## src/rtl/reorder_buffer.sv

```systemverilog
// Circular reorder buffer: allocates at the tail, captures CDB results, retires the
// head in order, flushes on a mispredicted branch at the head, and serves operand lookups.
module reorder_buffer #(
  parameter int ROB_DEPTH = 4,
  localparam int TW = $clog2(ROB_DEPTH)
) (
  input  logic          clk,
  input  logic          rst,
  input  logic          iq_issue,
  input  logic [4:0]    issue_rd_s,
  input  logic          issue_regf_we,
  output logic          rob_full,
  output logic          rob_empty,
  output logic [TW-1:0] rob_issue_tag,
  output logic [4:0]    rob_issue_rd_s,
  input  logic          cdb_valid,
  input  logic [TW-1:0] cdb_tag,
  input  logic [31:0]   cdb_v,
  input  logic          cdb_mispredict,
  input  logic [31:0]   cdb_target,
  input  logic [TW-1:0] rs1_query_tag,
  input  logic [TW-1:0] rs2_query_tag,
  output logic          rs1_rob_ready,
  output logic          rs2_rob_ready,
  output logic [31:0]   rs1_rob_v,
  output logic [31:0]   rs2_rob_v,
  output logic          rob_commit,
  output logic          rob_commit_regf_we,
  output logic [4:0]    rob_commit_rd_s,
  output logic [31:0]   rob_commit_rd_v,
  output logic [TW-1:0] rob_commit_tag,
  output logic          flush,
  output logic [31:0]   flush_pc
);
  logic [TW:0]          r_head;
  logic [TW:0]          r_tail;
  logic [ROB_DEPTH-1:0] r_valid;
  logic [ROB_DEPTH-1:0] r_done;
  logic [ROB_DEPTH-1:0] r_mis;
  logic [ROB_DEPTH-1:0] r_we;
  logic [4:0]           r_rd  [ROB_DEPTH];
  logic [31:0]          r_val [ROB_DEPTH];
  logic [31:0]          r_tgt [ROB_DEPTH];

  logic [TW-1:0] w_head_idx;
  logic [TW-1:0] w_tail_idx;
  logic          w_full;
  logic          w_commit;
  logic          w_flush;
  logic          w_alloc;
  logic          w_wb;
  logic          w_rs1_byp;
  logic          w_rs2_byp;

  assign w_head_idx = r_head[TW-1:0];
  assign w_tail_idx = r_tail[TW-1:0];
  assign w_full     = (r_head[TW-1:0] == r_tail[TW-1:0]) && (r_head[TW] != r_tail[TW]);
  assign w_commit   = r_valid[w_head_idx] && r_done[w_head_idx];
  assign w_flush    = w_commit && r_mis[w_head_idx];
  assign w_alloc    = iq_issue && !w_full && !w_flush;
  // A result aimed at the slot being (re)allocated this cycle is stale; allocation wins.
  assign w_wb       = cdb_valid && r_valid[cdb_tag] && !w_flush &&
                      !(w_alloc && (cdb_tag == w_tail_idx));

  assign rob_full       = w_full;
  assign rob_empty      = (r_head == r_tail);
  assign rob_issue_tag  = w_tail_idx;
  assign rob_issue_rd_s = rst ? issue_rd_s : 5'd0;

  assign rob_commit         = w_commit;
  assign rob_commit_regf_we = w_commit && r_we[w_head_idx];
  assign rob_commit_rd_s    = w_commit ? r_rd[w_head_idx]  : 5'd0;
  assign rob_commit_rd_v    = w_commit ? r_val[w_head_idx] : 32'd0;
  assign rob_commit_tag     = w_head_idx;
  assign flush              = w_flush;
  assign flush_pc           = w_flush ? r_tgt[w_head_idx] : 32'd0;

  // Operand lookup with same-cycle CDB bypass for entries still in flight.
  assign w_rs1_byp     = cdb_valid && (cdb_tag == rs1_query_tag) && r_valid[rs1_query_tag];
  assign w_rs2_byp     = cdb_valid && (cdb_tag == rs2_query_tag) && r_valid[rs2_query_tag];
  assign rs1_rob_ready = w_rs1_byp || (r_valid[rs1_query_tag] && r_done[rs1_query_tag]);
  assign rs2_rob_ready = w_rs2_byp || (r_valid[rs2_query_tag] && r_done[rs2_query_tag]);
  assign rs1_rob_v     = w_rs1_byp ? cdb_v : r_val[rs1_query_tag];
  assign rs2_rob_v     = w_rs2_byp ? cdb_v : r_val[rs2_query_tag];

  always_ff @(posedge clk or negedge rst) begin
    if (!rst) begin
      r_head  <= '0;
      r_tail  <= '0;
      r_valid <= '0;
      r_done  <= '0;
      r_mis   <= '0;
      r_we    <= '0;
      for (int i = 0; i < ROB_DEPTH; i++) begin
        r_rd[i]  <= '0;
        r_val[i] <= '0;
        r_tgt[i] <= '0;
      end
    end else if (w_flush) begin
      r_valid <= '0;
      r_head  <= '0;
      r_tail  <= '0;
    end else begin
      if (w_wb) begin
        r_done[cdb_tag] <= 1'b1;
        r_mis[cdb_tag]  <= cdb_mispredict;
        r_val[cdb_tag]  <= cdb_v;
        r_tgt[cdb_tag]  <= cdb_target;
      end
      if (w_commit) begin
        r_valid[w_head_idx] <= 1'b0;
        r_head              <= r_head + (TW+1)'(1);
      end
      if (w_alloc) begin
        r_valid[w_tail_idx] <= 1'b1;
        r_done[w_tail_idx]  <= 1'b0;
        r_mis[w_tail_idx]   <= 1'b0;
        r_we[w_tail_idx]    <= issue_regf_we;
        r_rd[w_tail_idx]    <= issue_rd_s;
        r_tail              <= r_tail + (TW+1)'(1);
      end
    end
  end

endmodule
```

## config.mk

```make
export PLATFORM = sky130hd
export DESIGN_NAME = reorder_buffer
export DESIGN_NICKNAME = d
export VERILOG_FILES = /design/src/rtl/reorder_buffer.sv
export SDC_FILE = /design/constraint.sdc
export NUM_CORES = 1
export LEC_CHECK = 0
export ABC_AREA = 1
export ABC_CLOCK_PERIOD_IN_PS = 2560
export BUFFER_PORTS_ARGS = -buffer_cell sky130_fd_sc_hd__buf_2
export CAP_MARGIN = 5
export CORE_MARGIN = 10
export CORE_UTILIZATION = 35
export CTS_BUF_LIST = sky130_fd_sc_hd__clkbuf_2 sky130_fd_sc_hd__clkbuf_4 sky130_fd_sc_hd__clkbuf_8
export DETAILED_ROUTE_END_ITERATION = 6
export PLACE_DENSITY_LB_ADDON = 0.05
export REMOVE_ABC_BUFFERS = 1
export SYNTH_ARGS = -nofsm -noshare
export SYNTH_HDL_FRONTEND = slang
export SYNTH_SLANG_ARGS = --single-unit
```

## constraint.sdc

```tcl
create_clock -name clk -period 2.56 [get_ports clk]
set_clock_uncertainty 0.05 [all_clocks]
set_input_delay 0.384 -clock clk [delete_from_list [all_inputs] [get_ports clk]]
set_output_delay 0.384 -clock clk [all_outputs]
set_load 0.02 [all_outputs]
```

==> results of run 1 <==
cell type report:
cell class	instances	share of cell area (%)
Multi-Input combinational cell	1880	40.7
Sequential cell	298	30.1
Timing Repair Buffer	443	19.5
Clock buffer	88	4.33
Tap cell	672	3.39
Inverter	110	1.72
Clock inverter	10	0.262
layout by cell type (no fill, tap or decap), types with 2 or more instances in the layout:
master,n
dfrtp_1,294
nor2_1,289
clkbuf_8,66
buf_16,14
nand3_4,4
bufbuf_16,2
clkbuf_16,14
buf_8,6
a21oi_1,121
clkinv_2,7
dfrtp_2,2
inv_2,5
a21oi_2,32
buf_4,80
o21ai_0,347
nand2_2,29
o21ai_2,31
nor2_2,3
nand2_8,3
buf_6,112
a21oi_4,30
nand3_1,10
nand3_2,7
dlygate4sd3_1,70
nor2_4,7
clkinvlp_4,2
dfrtp_4,2
nand2_1,610
nand2_4,22
ha_1,8
nand4_1,262
o21ai_1,19
inv_1,102
buf_2,101
clkbuf_4,22
inv_8,3
o21ai_4,41
buf_12,44
repair_timing:
item                                    CTS  global route
setup buffers                            26            20
resized for setup                       356           356
endpoints found under the hold margin   326             0
endpoints found under the setup margin  137           232
cloned                                   16            19
pin swaps                                 7            30
hold buffers                             70             0
worst reg2reg max path, stage by stage (launching register included):
cell and delay (ps):
dfrtp_4 540, buf_6 160, nand3_2 80, nand3_4 100, buf_6 140, nand3_4 190
clkbuf_16 250, and2_4 270, buf_12 330, nand4_1 220, nand2_1 100
per-layer routing:
metal  routed length (um)  part of all wire [%]  vias up  track usage, %
li1                     -                     -     9032               -
met1                35000                    43     9818            32.8
met2                38900                    47      835            40.1
met3                 5750                   7.0      139            4.43
met4                 2250                   2.7        2            8.75
met5                   10                 0.012        -               0
sequential cells by signal, summed over array words and instances (netlist names):
signal and flops:
r_tgt 128, r_rd 20, r_mis 4, r_head 3
r_tail 3, r_done 4, r_val 128, r_we 4
r_valid 4
worst max-delay path by stage:
stage,start,end
2_1_floorplan,r_head[0],r_done[0]
3_3_place_gp,rs2_query_tag[0],rs2_rob_v[6]
3_5_place_dp,rs1_query_tag[0],rs1_rob_v[4]
4_1_cts,r_head[0],flush_pc[28]
5_1_grt,r_head[0],flush_pc[11]
6_report,r_head[0],flush_pc[11]
power groups by stage:
stage | Combinational (mW) | Clock [mW] | Sequential, mW
finish | 16.3 | 4.84 | 8.65
detailed placement | 11.5 | 0 | 8.60
floorplan | 7.20 | 0 | 8.57
CTS | 13.9 | 4.96 | 8.54
global route | 17.7 | 5.18 | 8.90
global placement | 11.4 | 0 | 8.55
stage by stage:
| step | area (sq um) | instances |
|---|---|---|
| after floorplan | 16500 | 2287 |
| after global placement | 19400 | 3262 |
| after detailed placement | 19400 | 3262 |
| after CTS | 23000 | 3471 |
| after global routing | 24800 | 3501 |
| final | 24800 | 3501 |
cell families after synthesis:
group           Yosys count  share of synthesized area, %
simple gates           1246                          30.4
compound gates          623                          17.7
buf+inv                 345                          9.07
flops                   298                          42.2
fa+ha+maj                 8                         0.566
xor+xnor                  2                        0.0990
==> summary.md, run 1 <==
| Metric | Value |
|---|---|
| Status | finished, violations left |
| Failing checks | setup timing |
| Worst R2R Path Depth | 10 |
| Mean post-synth cell area | 7.01 sq um |
| Total leakage power | approximately 12 nW |
| Worst-path clk slew | 60 ps |
| Hold_sp | issue_rd_s[0] |
| Clk sink count | 298 |
| CP bufs+invs | 4 |
| Crit. End Element | output pin |
| Layout net count | 2877 |
| Hold Violations, Final | 0 |
| Post-synth ARST share | 100% |
| Cell Area, Synth | 17700 sq um |
| Distinct cells, synth | 23 |
| Logic pwr share | 54.7% |
| Die span in y | 245 um |
| Sequential power share | 29.1% |
| PD cells | 1200 nW/um^2 |
| Clk pwr share | roughly 16% |
| Setup violators final | between 100 and 150 |
| Crit Path Category | register to output pin |
| Slowest CP cell | dfrtp_4 |
| Num rows | 82 |
| R2R Path Start | r_head[0] |
| Worst hold endpoint | r_rd[5] |
| Setup slack at placement | between 90 and 100 ps |
| Register bit total from synthesis | 298 |
| Cells after Synth | between 2000 and 3000 |
| Placer's final routability congestion estimate | a little over 0.8 |
| Cell taking the most area after synthesis | dfrtp_1 |
| Post-DP HPWL | 40800 um |
| Fin util | 49.5% |
| Antenna viol nets, final | 0 |
| Global-route wire length before repair | around 120000 um |
| P&R area growth vs syn | 40.2% |
| Int Pwr | 16.0 mW |
| Ys Warns | 0 |
| R2R setup slack | 80 ps |
| Filler cell count | roughly 4900 |
| Max Cap Violations | 0 |
| DRT Wirelength | between 80000 and 90000 um |
| Antenna Cells | 0 |
| Root Driver | clkbuf_8 |
| Via count | 19800 |
| CP Data Arrival Time | 2380 ps |
| Worst VDD drop | between 0.0005 and 0.0006 V |
| Slowest stage delay, CP | 500 ps |
| Tot Pwr | 29.8 mW |
| Largest net degree at the start of global routing | between 100 and 150 |
| Number of flops mapped to enable cells by yosys | 0 |
| Starting Density | approximately a third |
| Levels on crit path | 9 |
| FMAX | 355 MHz |
| Worst-Margin Slew | 778 ps |
| Cell-by-cell trace of the critical path | inv_8, buf_4, nand2_1, nand3_2, nand2_2, nand3_4, clkbuf_16, a21oi_4, buf_6 |
| Die ar. | 59900 sq um |
| Register area | 7470 sq um |
| Synth Flop Type | dfrtp_1 |
| Avg Vias per Cell | 5.66 |
| Worst EP required | 2130 ps |
| Post-synth top cells | nand2_1, o21ai_0, dfrtp_1 |
| Ports | 230 |
| Layout cell share with drive strength beyond 1 | 24.5% |
| Total global routing overflow | 0 |
| Clock buffer count from CTS | 55 |
| Clock tree buffer depth | 3 |
| Min Hold Slack | 27.4 ps |
| Hold Crit Class | input port to register |
| Unrepaired setup endpoints after global routing | true |
| Final min period | approximately 2800 ps |
| Ranking of synthesized cells by area | dfrtp_1, nand2_1, o21ai_0 |
| Iteration-0 DRC Markers | 1884 |
| WL/cell | 23.4 um |
| CP top delay family | buffers and inverters |
| Share of the yosys chip area belonging to registers | 42.2% |
| Critical path fanouts, max | 11 |
| Total Neg Setup Slack | -15190 ps |
| Switching power | 13.8 mW |
| Horiz. Die Dim | 245 um |
| Final WS setup | -256 ps |
| TritonCTS clock tree | built |
| RR Endpoint | r_val[112] |
| Initial antenna violation count | 1 |
| Multi-input gate area | 10100 sq um |
| Post-route clock period utilization | 110% |
| Slew HR | 47.6% |
| H-tree Lvls | 2 |
| Clk_lat worst skew | 670 ps |
| Top cell type's share of synthesized area | 42.2% |
| Vias in the first global route | just under 20000 |
| IO Port Bufs | 229 |
| Post-route DRC | 0 |
| CP Launch Type | register |
| Hold Crit Depth | 3 |
| Most frequent cell after synthesis | nand2_1 |
| Pre-antenna DRT Iters | 5 |
| Core Area | ~50000 sq um |
| Sw Share | 46.4% |
| Aggregate global-route resource usage | 24.8% |
| Fin. max-slew vios | 0 |
(Power assumes the default switching activity.)
==> run 2: changes to the inputs <==
--- a/config.mk
+++ b/config.mk
@@ -14,4 +14,5 @@
 export CTS_BUF_LIST = sky130_fd_sc_hd__clkbuf_2 sky130_fd_sc_hd__clkbuf_4 sky130_fd_sc_hd__clkbuf_8
 export DETAILED_ROUTE_END_ITERATION = 6
+export HOLD_SLACK_MARGIN = 0.03
 export PLACE_DENSITY_LB_ADDON = 0.05
 export REMOVE_ABC_BUFFERS = 1
--- a/constraint.sdc
+++ b/constraint.sdc
@@ -3,3 +3,3 @@
 set_input_delay 0.384 -clock clk [delete_from_list [all_inputs] [get_ports clk]]
 set_output_delay 0.384 -clock clk [all_outputs]
-set_load 0.02 [all_outputs]
+set_load 0.05 [all_outputs]
==> summary.md, run 2 (synthesis results as in run 1) <==
| Metric | Value |
|---|---|
| Clock buffer count from CTS | 57 (+3.6%) |
| Die span in y | 245 um (unchanged) |
| Layout net count | 2923 (+1.6%) |
| Post-route clock period utilization | 110% (-0.15 points) |
| Setup violators final | 134 (+1.5%) |
| Clk sink count | 298 (unchanged) |
| GRT Max-Usage Layer | met2 |
| RR Endpoint | r_val[77] |
| CP Launch Type | register |
| R2R setup slack | 180 ps (+100 ps) |
| CP startpoint | r_valid[2] |
| GR Util met3 | 4.24% (-0.20 points) |
| Antenna viol nets, final | 0 (unchanged) |
| Top flop regs | r_tgt (128), r_val (128), r_rd (20) |
| FMAX | 356 MHz (+0.14%) |
| TritonCTS clock tree | built |
| WL/cell | 23.7 um (+1.1%) |
| Iteration-0 DRC Markers | 1987 (+5.5%) |
| Worst VDD drop | 0.000568 V (+9.5%) |
| Core Area | 50100 sq um (unchanged) |
| Layout cell share with drive strength beyond 1 | 29.3% (+4.8 points) |
| Pre-antenna DRT Iters | 5 (unchanged) |
| Unrepaired setup endpoints after global routing | true |
| Slew HR | 33.8% (-14 points) |
| Setup slack at placement | -111 ps (-206 ps) |
| Crit Path Category | register to output pin |
| Final WS setup | -252 ps (+3.83 ps) |
| Hold Violations, Final | 0 (unchanged) |
| Horiz. Die Dim | 245 um (unchanged) |
| Worst-path clk slew | 60 ps (about the same) |
| Clock tree buffer depth | 3 (unchanged) |
| Total global routing overflow | 0 (unchanged) |
| Tot Pwr | 34.6 mW (+16%) |
| CP dominant cell by count | buf_12 |
| P&R area growth vs syn | 49.0% |
| Status | finished, violations left |
| Commonest non-fill, non-tap cell in the layout | nand2_1 |
| Crit path to | rs1_rob_v[26] |
| Worst-Margin Slew | 993 ps (+215 ps) |
| Starting Density | 35.3% (unchanged) |
| Num rows | 82 (unchanged) |
| Hold Crit Class | input port to register |
| R2R Path Start | r_head[0] |
| Clk_lat worst skew | 660 ps (about the same) |
| Global-route wire length before repair | 119000 um (+1.3%) |
| Vias in the first global route | 19500 (+1.5%) |
| Largest net degree at the start of global routing | 141 (+9.3%) |
| Worst EP required | 2130 ps (about the same) |
| Post-route DRC | 0 (unchanged) |
| IO Port Bufs | 229 (unchanged) |
| Die ar. | 59900 sq um (unchanged) |
| Max Cap Violations | 0 (unchanged) |
| CP Data Arrival Time | 2380 ps (about the same) |
| Filler cell count | 4721 (-4.2%) |
| Aggregate global-route resource usage | 25.2% (+0.37 points) |
| Avg Vias per Cell | 5.71 (+0.87%) |
| Placer's final routability congestion estimate | 0.842 (+4.7%) |
| Crit. End Element | output pin |
| Via count | 20300 (+2.4%) |
| Fin. max-slew vios | 0 (unchanged) |
| Slowest stage delay, CP | 390 ps (-110 ps) |
| PD cells | 1310 nW/um^2 (+9.4%) |
| Root Driver | clkbuf_8 |
| Failing checks | setup timing |
| Antenna Cells | 0 (unchanged) |
| Total leakage power | 12.3 nW (+4.7%) |
| Post-DP HPWL | 40900 um (+0.16%) |
| GR met2 Demand/Resource | 41.8% (+1.7 points) |
| Critical path fanouts, max | 6 (-5) |
| Most frequent cells in the layout | nand2_1, o21ai_0, dfrtp_1 |
| Worst R2R Path Depth | 10 (unchanged) |
| Final min period | 2810 ps (-3.83 ps) |
| DRT Wirelength | 84100 um (+2.6%) |
| Ports | 230 (unchanged) |
| Slowest CP cell | dfrtp_2 |
| H-tree Lvls | 2 (unchanged) |
| Initial antenna violation count | 1 (unchanged) |
| GR Util met1 | 32.5% (-0.29 points) |
| Cell-by-cell trace of the critical path | inv_2, a21oi_2, o21ai_1, nand2_2, buf_12, nand3_4, clkbuf_16, buf_12, nand2_4, o21ai_2, buf_6 |
run 2: critical path: cells and delay by family, from the launching register on:
kind / cells / cell delay, ps
buffers and inverters: 5 / 730
DFF: 1 / 390
and+or+nand+nor: 3 / 330
AOI/OAI and AO/OA: 3 / 260
run 2: layout make-up:
cell class	instances	area (sq um)	share of cell area, %
tap	672	841	3.19
multi-input combinational	1880	10600	40.1
clock inverter	9	55.1	0.209
sequential	298	7470	28.3
clock buffer	97	1220	4.64
inverter	110	429	1.63
timing repair buffer	487	5780	21.9
run 2: metrics by stage:
step	utilization, %	instance area (sq um)	instances	setup TNS, ps	hold WS (ps)
3_5_place_dp	39.2	19600	3269	-151	169
4_1_cts	47.2	23600	3497	-25380	68.4
6_report	52.6	26400	3553	-19630	131
3_3_place_gp	39.2	19600	3269	-128	170
2_1_floorplan	-	16500	2287	-3332510	38.4
5_1_grt	52.6	26400	3553	-29620	131
run 2: how the worst min path moves through the flow:
stage                         startpoint  slack (ps)        end  cells after the start
final                     cdb_mispredict         130   r_mis[0]                      5
after global placement               rst         170    r_rd[2]                      1
after detailed placement             rst         170    r_rd[2]                      1
after floorplan                      rst          40  r_done[0]                      0
after global routing      cdb_mispredict         130   r_mis[0]                      5
after CTS                 cdb_mispredict          70   r_mis[0]                      5
run 2: layer usage:
| metal | share of wire (%) | vias up | wire [um] |
|---|---|---|---|
| met2 | 47 | 908 | 39400 |
| met5 | 0.014 | - | 12 |
| met1 | 42 | 10000 | 35200 |
| met4 | 4.1 | 2 | 3430 |
| li1 | - | 9152 | - |
| met3 | 7.2 | 202 | 6070 |
run 2: power breakdown:
part           internal (mW)  leakage [nW]  switching [mW]
sequential              6.95          3.74            1.82
combinational           7.78          7.88            12.8
clock                   3.00         0.689            2.26
total                   17.7          12.3            16.9
run 2: repair_timing:
action | in CTS | in global routing
resized for setup | 388 | 601
pin swaps | 23 | 74
setup buffers | 30 | 42
endpoints found under the setup margin | 139 | 193
hold buffers | 71 | 0
gates cloned | 22 | 20
hold endpoints to repair | 578 | 0
